`src/rtl/ws2812_multi.sv`:
```
// WS2812-family LED driver: one shared bit-timing engine serialises a wide pixel
// word per LED index onto STRIPS parallel lines, then holds them low to latch.
module ws2812_multi #(
  parameter int STRIPS         = 4,
  parameter int LED_COUNT      = 64,
  parameter int BITS_PER_PIXEL = 24,
  parameter int CYCLES_0_HIGH  = 21,
  parameter int CYCLES_1_HIGH  = 42,
  parameter int CYCLES_BIT     = 63,
  parameter int CYCLES_RESET   = 2600,
  parameter int REVERSE        = 0,
  parameter int FREE_RUN       = 0,
  parameter int ADDR_W         = (LED_COUNT > 1) ? $clog2(LED_COUNT) : 1
) (
  input  logic                               clk_i,
  input  logic                               rst_n_i,
  input  logic                               start_i,
  output logic                               busy_o,
  output logic                               frame_done_o,
  output logic [ADDR_W-1:0]                  address_o,
  input  logic [STRIPS*BITS_PER_PIXEL-1:0]   pixel_i,
  output logic [STRIPS-1:0]                  data_o
);

  localparam int CNT_MAX = (CYCLES_BIT > CYCLES_RESET) ? CYCLES_BIT : CYCLES_RESET;
  localparam int PHASE_W = $clog2(CNT_MAX + 1);
  localparam int BIT_W   = (BITS_PER_PIXEL > 1) ? $clog2(BITS_PER_PIXEL) : 1;

  localparam logic [PHASE_W-1:0] PH_ONE      = PHASE_W'(1);
  localparam logic [PHASE_W-1:0] PH_C0       = PHASE_W'(CYCLES_0_HIGH);
  localparam logic [PHASE_W-1:0] PH_C1       = PHASE_W'(CYCLES_1_HIGH);
  localparam logic [PHASE_W-1:0] PH_BIT_LAST = PHASE_W'(CYCLES_BIT - 1);
  localparam logic [PHASE_W-1:0] PH_RST_LAST = PHASE_W'(CYCLES_RESET - 1);
  localparam logic [BIT_W-1:0]   BIT_ONE     = BIT_W'(1);
  localparam logic [BIT_W-1:0]   BIT_LAST    = BIT_W'(BITS_PER_PIXEL - 1);
  localparam logic [ADDR_W-1:0]  P_ONE       = ADDR_W'(1);
  localparam logic [ADDR_W-1:0]  P_LAST      = ADDR_W'(LED_COUNT - 1);
  localparam logic [ADDR_W:0]    NEXT_ONE    = (ADDR_W + 1)'(1);

  typedef enum logic [1:0] {IDLE, LOAD, SEND, LATCH} state_e;

  state_e                                  state_q, state_d;
  logic [PHASE_W-1:0]                      phase_q, phase_d;
  logic [BIT_W-1:0]                        bit_q, bit_d;
  logic [ADDR_W-1:0]                       p_q, p_d;
  logic [STRIPS-1:0][BITS_PER_PIXEL-1:0]   shift_q, shift_d;
  logic                                    pending_q, pending_d;
  logic [STRIPS-1:0]                       data_q, data_d;
  logic                                    busy_q, busy_d;
  logic                                    done_q, done_d;
  logic [ADDR_W-1:0]                       addr_q, addr_d;

  // Pixel index to RAM address; index LED_COUNT is only ever a don't-care prefetch.
  function automatic logic [ADDR_W-1:0] addrOf(input logic [ADDR_W:0] idx);
    if (REVERSE != 0) begin
      return ADDR_W'(LED_COUNT - 1 - int'(idx));
    end
    return idx[ADDR_W-1:0];
  endfunction

  always_comb begin
    state_d   = state_q;
    phase_d   = phase_q;
    bit_d     = bit_q;
    p_d       = p_q;
    shift_d   = shift_q;
    data_d    = '0;
    pending_d = pending_q || (start_i && (state_q != IDLE));

    case (state_q)
      IDLE: begin
        if (start_i || (FREE_RUN != 0)) begin
          state_d = LOAD;
        end
      end
      LOAD: begin
        shift_d = pixel_i;
        p_d     = '0;
        bit_d   = '0;
        phase_d = '0;
        state_d = SEND;
      end
      SEND: begin
        for (int k = 0; k < STRIPS; k++) begin
          data_d[k] = (phase_q < (shift_q[k][BITS_PER_PIXEL-1] ? PH_C1 : PH_C0));
        end
        if (phase_q == PH_BIT_LAST) begin
          phase_d = '0;
          if (bit_q != BIT_LAST) begin
            for (int k = 0; k < STRIPS; k++) begin
              shift_d[k] = shift_q[k] << 1;
            end
            bit_d = bit_q + BIT_ONE;
          end else if (p_q != P_LAST) begin
            // The next pixel was prefetched while this one was being sent.
            shift_d = pixel_i;
            p_d     = p_q + P_ONE;
            bit_d   = '0;
          end else begin
            state_d = LATCH;
          end
        end else begin
          phase_d = phase_q + PH_ONE;
        end
      end
      LATCH: begin
        if (phase_q == PH_RST_LAST) begin
          phase_d = '0;
          state_d = (pending_q || start_i || (FREE_RUN != 0)) ? LOAD : IDLE;
        end else begin
          phase_d = phase_q + PH_ONE;
        end
      end
      default: state_d = IDLE;
    endcase

    if (state_d == LOAD) begin
      pending_d = 1'b0;
    end

    busy_d = (state_d != IDLE);
    done_d = (state_d == LATCH) && (phase_d == PH_RST_LAST);
    addr_d = (state_d == SEND) ? addrOf({1'b0, p_d} + NEXT_ONE) : addrOf('0);
  end

  always_ff @(posedge clk_i) begin
    if (!rst_n_i) begin
      state_q   <= IDLE;
      phase_q   <= '0;
      bit_q     <= '0;
      p_q       <= '0;
      shift_q   <= '0;
      pending_q <= 1'b0;
      data_q    <= '0;
      busy_q    <= 1'b0;
      done_q    <= 1'b0;
      addr_q    <= addrOf('0);
    end else begin
      state_q   <= state_d;
      phase_q   <= phase_d;
      bit_q     <= bit_d;
      p_q       <= p_d;
      shift_q   <= shift_d;
      pending_q <= pending_d;
      data_q    <= data_d;
      busy_q    <= busy_d;
      done_q    <= done_d;
      addr_q    <= addr_d;
    end
  end

  assign busy_o       = busy_q;
  assign frame_done_o = done_q;
  assign address_o    = addr_q;
  assign data_o       = data_q;

endmodule
```
`config.mk`:
```
export PLATFORM = sky130hd
export DESIGN_NAME = ws2812_multi
export DESIGN_NICKNAME = d
export VERILOG_FILES = /design/src/rtl/ws2812_multi.sv
export SDC_FILE = /design/constraint.sdc
export NUM_CORES = 1
export LEC_CHECK = 0
export CORE_MARGIN = 3
export CORE_UTILIZATION = 50
export CTS_CLUSTER_SIZE = 28
export DETAILED_ROUTE_END_ITERATION = 16
export GPL_TIMING_DRIVEN = 1
export PLACE_DENSITY = 0.75
export SETUP_SLACK_MARGIN = 0.02
export SLEW_MARGIN = 20
export SYNTH_ARGS = -nofsm -noshare
export SYNTH_HDL_FRONTEND = slang
export SYNTH_SLANG_ARGS = --single-unit
```
`constraint.sdc`:
```
create_clock -name clk_i -period 3.2 [get_ports clk_i]
set_input_delay 0.32 -clock clk_i [delete_from_list [all_inputs] [get_ports clk_i]]
set_output_delay 0.32 -clock clk_i [all_outputs]
set_load 0.03 [all_outputs]
```
Word level (Yosys, flattened, before mapping)
Cells that the tools add are included.
{ "classes": {"n_addsub": 4, "n_lt_le_gt_ge": 4, "n_eq_ne": 13, "mux": 26, "n_bitwise": 1, "reduce_logical": 12} }
{ "op_table": {"columns": ["operator", "n"], "rows": [
  ["$mux W96", 3],
  ["$pmux W96 S2", 1],
  ["$lt A12 B6 Y1", 4],
  ["$mux W6", 7],
  ["$pmux W12 S3", 1],
  ["$eq A12 B12 Y1 const B", 2],
  ["$mux W12", 2],
  ["$mux W5", 3],
  ["$add A12 B1 Y12 const B", 1],
  ["$add A6 B1 Y6 const B", 2],
  ["$eq A12 B6 Y1 const B", 1],
  ["$pmux W6 S2", 1],
  ["$mux W2", 5],
  ["$pmux W5 S2", 1],
  ["$eq A2 B2 Y1 const B", 4],
  ["$pmux W2 S4", 1],
  ["$ne A6 B6 Y1 const B", 1],
  ["$reduce_bool A2 Y1", 3],
  ["$add A5 B1 Y5 const B", 1],
  ["$ne A5 B5 Y1 const B", 1],
  ["$eq A2 B1 Y1 const B", 2],
  ["$reduce_and A2 Y1", 2],
  ["$ne A3 B3 Y1 const B", 1],
  ["$reduce_and A3 Y1", 1],
  ["7 further kinds", 9]
]} }
{ "word_totals": {"reg_bits": 134, "input_bits": 99, "output_inout_bits": 12, "elab_cells": 73} }

Depth between registers and ports, before layout
Gate-level depths: netlist (run 1).
{ "logic_depth": {"ltp_word": 7, "mapped_depth": 14, "mapped_depth_nobuf": 12} }

Worst setup path after synthesis (run 1)
Ideal clock, no wire load.
{ "synth_timing": {"path_kind": "register to register", "from": "register phase_q[0]", "to": "register addr_q[4] (netlist: address_o[4])", "setup_time_ns": 0.135, "arrival_time_ns": 2.343, "required_time_ns": 3.065, "slack_ns": 0.722, "stages_incl_launch_ff": 15, "n_path_buf": 2, "synth_period_minus_slack_ns": 2.478, "cell_sequence": "dfxtp_1 > buf_2 > inv_1 > ha_1 > nor4b_1 > and4bb_1 > buf_4 > nand2_1 > mux2i_1 > o2bb2ai_1 > ha_1 > inv_1 > a2111oi_2 > a21o_1 > a21oi_1"} }
{ "synth_via": {"word_cells_on_any_way": 10, "classes_between": "add/sub (1); eq/ne (3); mux (5); reduce/logical (1)"} }
{ "synth_lines": {"columns": ["item", "line", "rtl"], "rows": [
  ["from (decl)", "43", "logic [PHASE_W-1:0] phase_q, phase_d;"],
  ["from (signal assigned)", "140", "phase_q <= phase_d;"],
  ["$eq A12 B6 Y1", "87", "if (phase_q == PH_BIT_LAST) begin"],
  ["$mux W6", "87", null],
  ["$pmux W6 S2", "70", "case (state_q)"],
  ["net p_d[0]", "45", "logic [ADDR_W-1:0] p_q, p_d;"],
  ["$add A6 B1 Y6", "123", "addr_d = (state_d == SEND) ? addrOf({1'b0, p_d} + NEXT_ONE) : addrOf('0);"],
  ["to (signal assigned)", "137", "addr_q <= addrOf('0);"],
  ["to (signal assigned)", "148", "addr_q <= addr_d;"],
  ["to (decl)", "51", "logic [ADDR_W-1:0] addr_q, addr_d;"]
]} }
The timed path passes the listed nets, and every way through them passes these cells.
A chain may end at the register's enable or synchronous reset.

Final worst setup path (run 1)
{ "layout_timing": {"from": "register state_q[1]", "to": "register addr_q[4] (netlist: address_o[4])"} }
{ "layout_via": {"word_cells_on_any_way": 14, "classes_between": "add/sub (1); eq/ne (4); mux (7); reduce/logical (2)"} }
{ "layout_lines": {"columns": ["item", "line", "rtl"], "rows": [
  ["from (decl)", "42", "state_e state_q, state_d;"],
  ["from (signal assigned)", "139", "state_q <= state_d;"],
  ["$eq A2 B2 Y1 / $eq A2 B1 Y1 (equally long branches)", "70", null],
  ["$pmux W6 S2 *", "70", null],
  ["net p_d[0]", "45", null],
  ["$add A6 B1 Y6 *", "123", null]
]} }
The timed path passes the listed nets; every way through them passes the cells marked *.

==> results of run 1 <==
==> state kept, by name, indices dropped and copies added (netlist names) <==
signal,cells
shift_q,96
address_o,6
phase_q,12
busy_o,1
data_o,4
state_q,2
bit_q,5
p_q,6
pending_q,1
frame_done_o,1
==> routing by layer <==
metal  up-vias  wire length, um  part of all wire [%]  track usage [%]
met2       200             7810                    47             35.0
met4         0              250                   1.5             7.91
met5         -                0                     0                0
met3        24              942                   5.7             4.98
met1      3016             7520                    46             29.7
li1       3182                -                     -                -
==> stage by stage <==
step	std cells	hold slack, ns	worst slack [ns]	area (um2)
finish	1087	0.457	0.373	8430
global route	1087	0.472	0.108	8430
CTS	1087	0.454	0.423	8430
detailed placement	1056	0.443	0.446	7910
global placement	1056	0.442	0.571	7910
floorplan	843	0.432	0.722	6810
==> layout make-up <==
type                    count  area [um2]  area share, %
inverters                  13        50.0          0.594
repair buffers            117        1180           14.0
clock buffers              27         503           5.97
flip-flops and latches    134        2680           31.8
multi-input cells         620        3780           44.8
well taps                 172         215           2.55
clock inverters             4        20.0          0.237
==> critical path: stages, from the launching register on <==
cell	delay (ns)
dfxtp_1	0.44
inv_1	0.10
ha_1	0.45
inv_1	0.17
nor4_1	0.32
mux2i_1	0.11
o2bb2ai_1	0.24
ha_1	0.23
inv_1	0.06
a2111oi_2	0.33
a21o_1	0.17
a21oi_1	0.05
==> logic make-up after synthesis <==
logic type,after synthesis
AND/OR/NAND/NOR,410
AO/OA/AOI/OAI,164
multiplexers,2
XOR/XNOR,15
buffers and inverters,89
adder cells (fa/ha/maj),29
flip-flops,134
==> power by group through the flow <==
stage / Combinational, mW / Clock, mW / Sequential (mW)
2_1_floorplan: 0.407 / 0 / 1.90
3_3_place_gp: 0.588 / 0 / 1.92
3_5_place_dp: 0.611 / 0 / 1.92
4_1_cts: 0.613 / 1.77 / 1.89
5_1_grt: 0.690 / 1.85 / 1.90
6_report: 0.614 / 1.75 / 1.89
==> layout by cell type, fill, tap and decap left out, drive strengths merged, types with 10 or more instances in the layout <==
master,n
o21a,13
nor2,125
o21ai,10
clkdlybuf4s50,110
a21oi,17
a311oi,92
inv,12
dfxtp,134
nor3,11
clkbuf,27
ha,29
nand3,106
nand2,117
==> worst paths after layout <==
| path | from | to | slack, ns | cells past startpoint |
|---|---|---|---|---|
| hold reg to reg | shift_q[24] | shift_q[24] | 0.46 | 2 |
| setup / recovery | state_q[1] | address_o[4] | 0.37 | 11 |
| hold / removal | shift_q[24] | shift_q[24] | 0.46 | 2 |
| setup reg to reg | state_q[1] | address_o[4] | 0.37 | 11 |
==> flow_metrics.env, run 1 <==
export IMPL_status="finished clean"
export IMPL_layout_drive_gt1_share_pct=5.14
export IMPL_power_frac_seq_pct=44.5
export IMPL_path_clk_slew_ns=0.05
export IMPL_diodes=0
export IMPL_maxSlewViolCount=0
export IMPL_postRouteAntennaNets=0
export IMPL_synth_common_cells="dfxtp_1 (134), nor2_1 (125), nand2_1 (117)"
export IMPL_grt_pass1_vias=5792
export IMPL_antenna_found_initial=0
export IMPL_yosys_cell_types_count=62
export IMPL_crit_type="register to register"
export IMPL_fin_crit_ns=2.83
export IMPL_worst_pin_slew_ns=0.957
export IMPL_drtPass1Iterations=5
export IMPL_synth_compound_area_share_pct=19.3
export IMPL_synth_area_mux_share_pct=0.294
export IMPL_gp_routability_congestion=0.862
export IMPL_cellPowerDensity_nw_per_um2=504
export IMPL_timing_fmax_mhz=354
export IMPL_port_buffers=110
export IMPL_maxCapViolCount=0
export IMPL_grt_pass1_wl_mm=27.3
export IMPL_clock_sinks=134
export IMPL_ys_ff_latch=134
export IMPL_filler_cell_count=1082
export IMPL_crit_arrival_ns=3.11
export IMPL_synth_edff_count=0
export IMPL_synth_top_area_share_pct=39.4
export IMPL_synth_area_leaders="dfxtp_1 (39%), a311oi_1 (12%), nand3_1 (7.8%)"
export IMPL_power_total_mw=4.25
export IMPL_syn_area_um2=6810
export IMPL_postCtsSetupRepairBufs=0
export IMPL_synth_xor_area_share_pct=1.93
export IMPL_drtIter0Drc=615
export IMPL_track_usage_pct=22.1
export IMPL_hp_class="register to register"
export IMPL_p_leak_nw=3.13
export IMPL_core_area_um2=13000
export IMPL_p_clk_share_pct=41.1
export IMPL_vdd_drop_max_v=0.000418
export IMPL_die_area_um2=15000
export IMPL_ys_seq_area_share_pct=39.4
export IMPL_swShare_pct=25.7
export IMPL_numCtsBuffers=17
export IMPL_io_pins=111
export IMPL_cts_tree="yes"
export IMPL_drt_wirelength_per_cell_um=15.2
export IMPL_row_count=41
export IMPL_fin_tns_setup_ns=0
export IMPL_crit_path_max_fanout=9
export IMPL_cts_hold_buf=0
export IMPL_synthFlopType="dfxtp_1"
export IMPL_cts_root_buf="clkbuf_16"
export IMPL_intPower_mw=3.16
export IMPL_critical_path_required_ns=3.48
export IMPL_synth_simple_area_share_pct=28.0
export IMPL_critPathCaptureType="register"
export IMPL_comb_power_share_pct=14.4
export IMPL_synth_fa_ha_area_share_pct=5.33
export IMPL_drc_errors=0
export IMPL_syn_inst=843
export IMPL_switchingPower_mw=1.09
export IMPL_post_synth_top_count_cell="dfxtp_1"
export IMPL_post_route_util_pct=65.0
export IMPL_hpwl_mm=10.7
export IMPL_clkLatencyLatePin_ns=0.42
export IMPL_overflow=0
export IMPL_finalCritPeriodShare_pct=88.3
export IMPL_initial_core_util_pct=52.4
export IMPL_fin_skew_ns=0.00610
export IMPL_hold_viol_final=0
export IMPL_die_height_um=123
export IMPL_ys_warn_count=0
export IMPL_vias_per_cell=5.91
export IMPL_route_vias_total=6422
export IMPL_yosysTopAreaCell="dfxtp_1"
export IMPL_cts_max_path_buffers=2
export IMPL_syn_area_per_cell_um2=8.07
export IMPL_grt_max_degree=131
export IMPL_htree_levels=4
export IMPL_async_flop_share_pct=0
export IMPL_cts_resized=0
export IMPL_syn_nets=971
export IMPL_chipWidth_um=123
export IMPL_drt_total_wl_mm=16.5
export IMPL_synth_top_family_by_area="simple AND/OR/NAND/NOR gates"
export IMPL_nNetsFinal=1031
export IMPL_finalSetupViolCount=0
export IMPL_cp_start_kind="register"
export IMPL_rsz0062_at_grt="false"
export IMPL_maxSlewHeadroom_pct=36.2
export IMPL_syn_to_final_growth_pct=23.9
Note: power is estimated with default switching activity, not from simulation.
==> run 2: changes to the inputs <==
--- a/config.mk
+++ b/config.mk
@@ -16,3 +16,4 @@
 export SYNTH_ARGS = -nofsm -noshare
 export SYNTH_HDL_FRONTEND = slang
 export SYNTH_SLANG_ARGS = --single-unit
+export TNS_END_PERCENT = 20
==> results of run 2 <==
Final layout, timing and power as in run 1 (identical DEF).
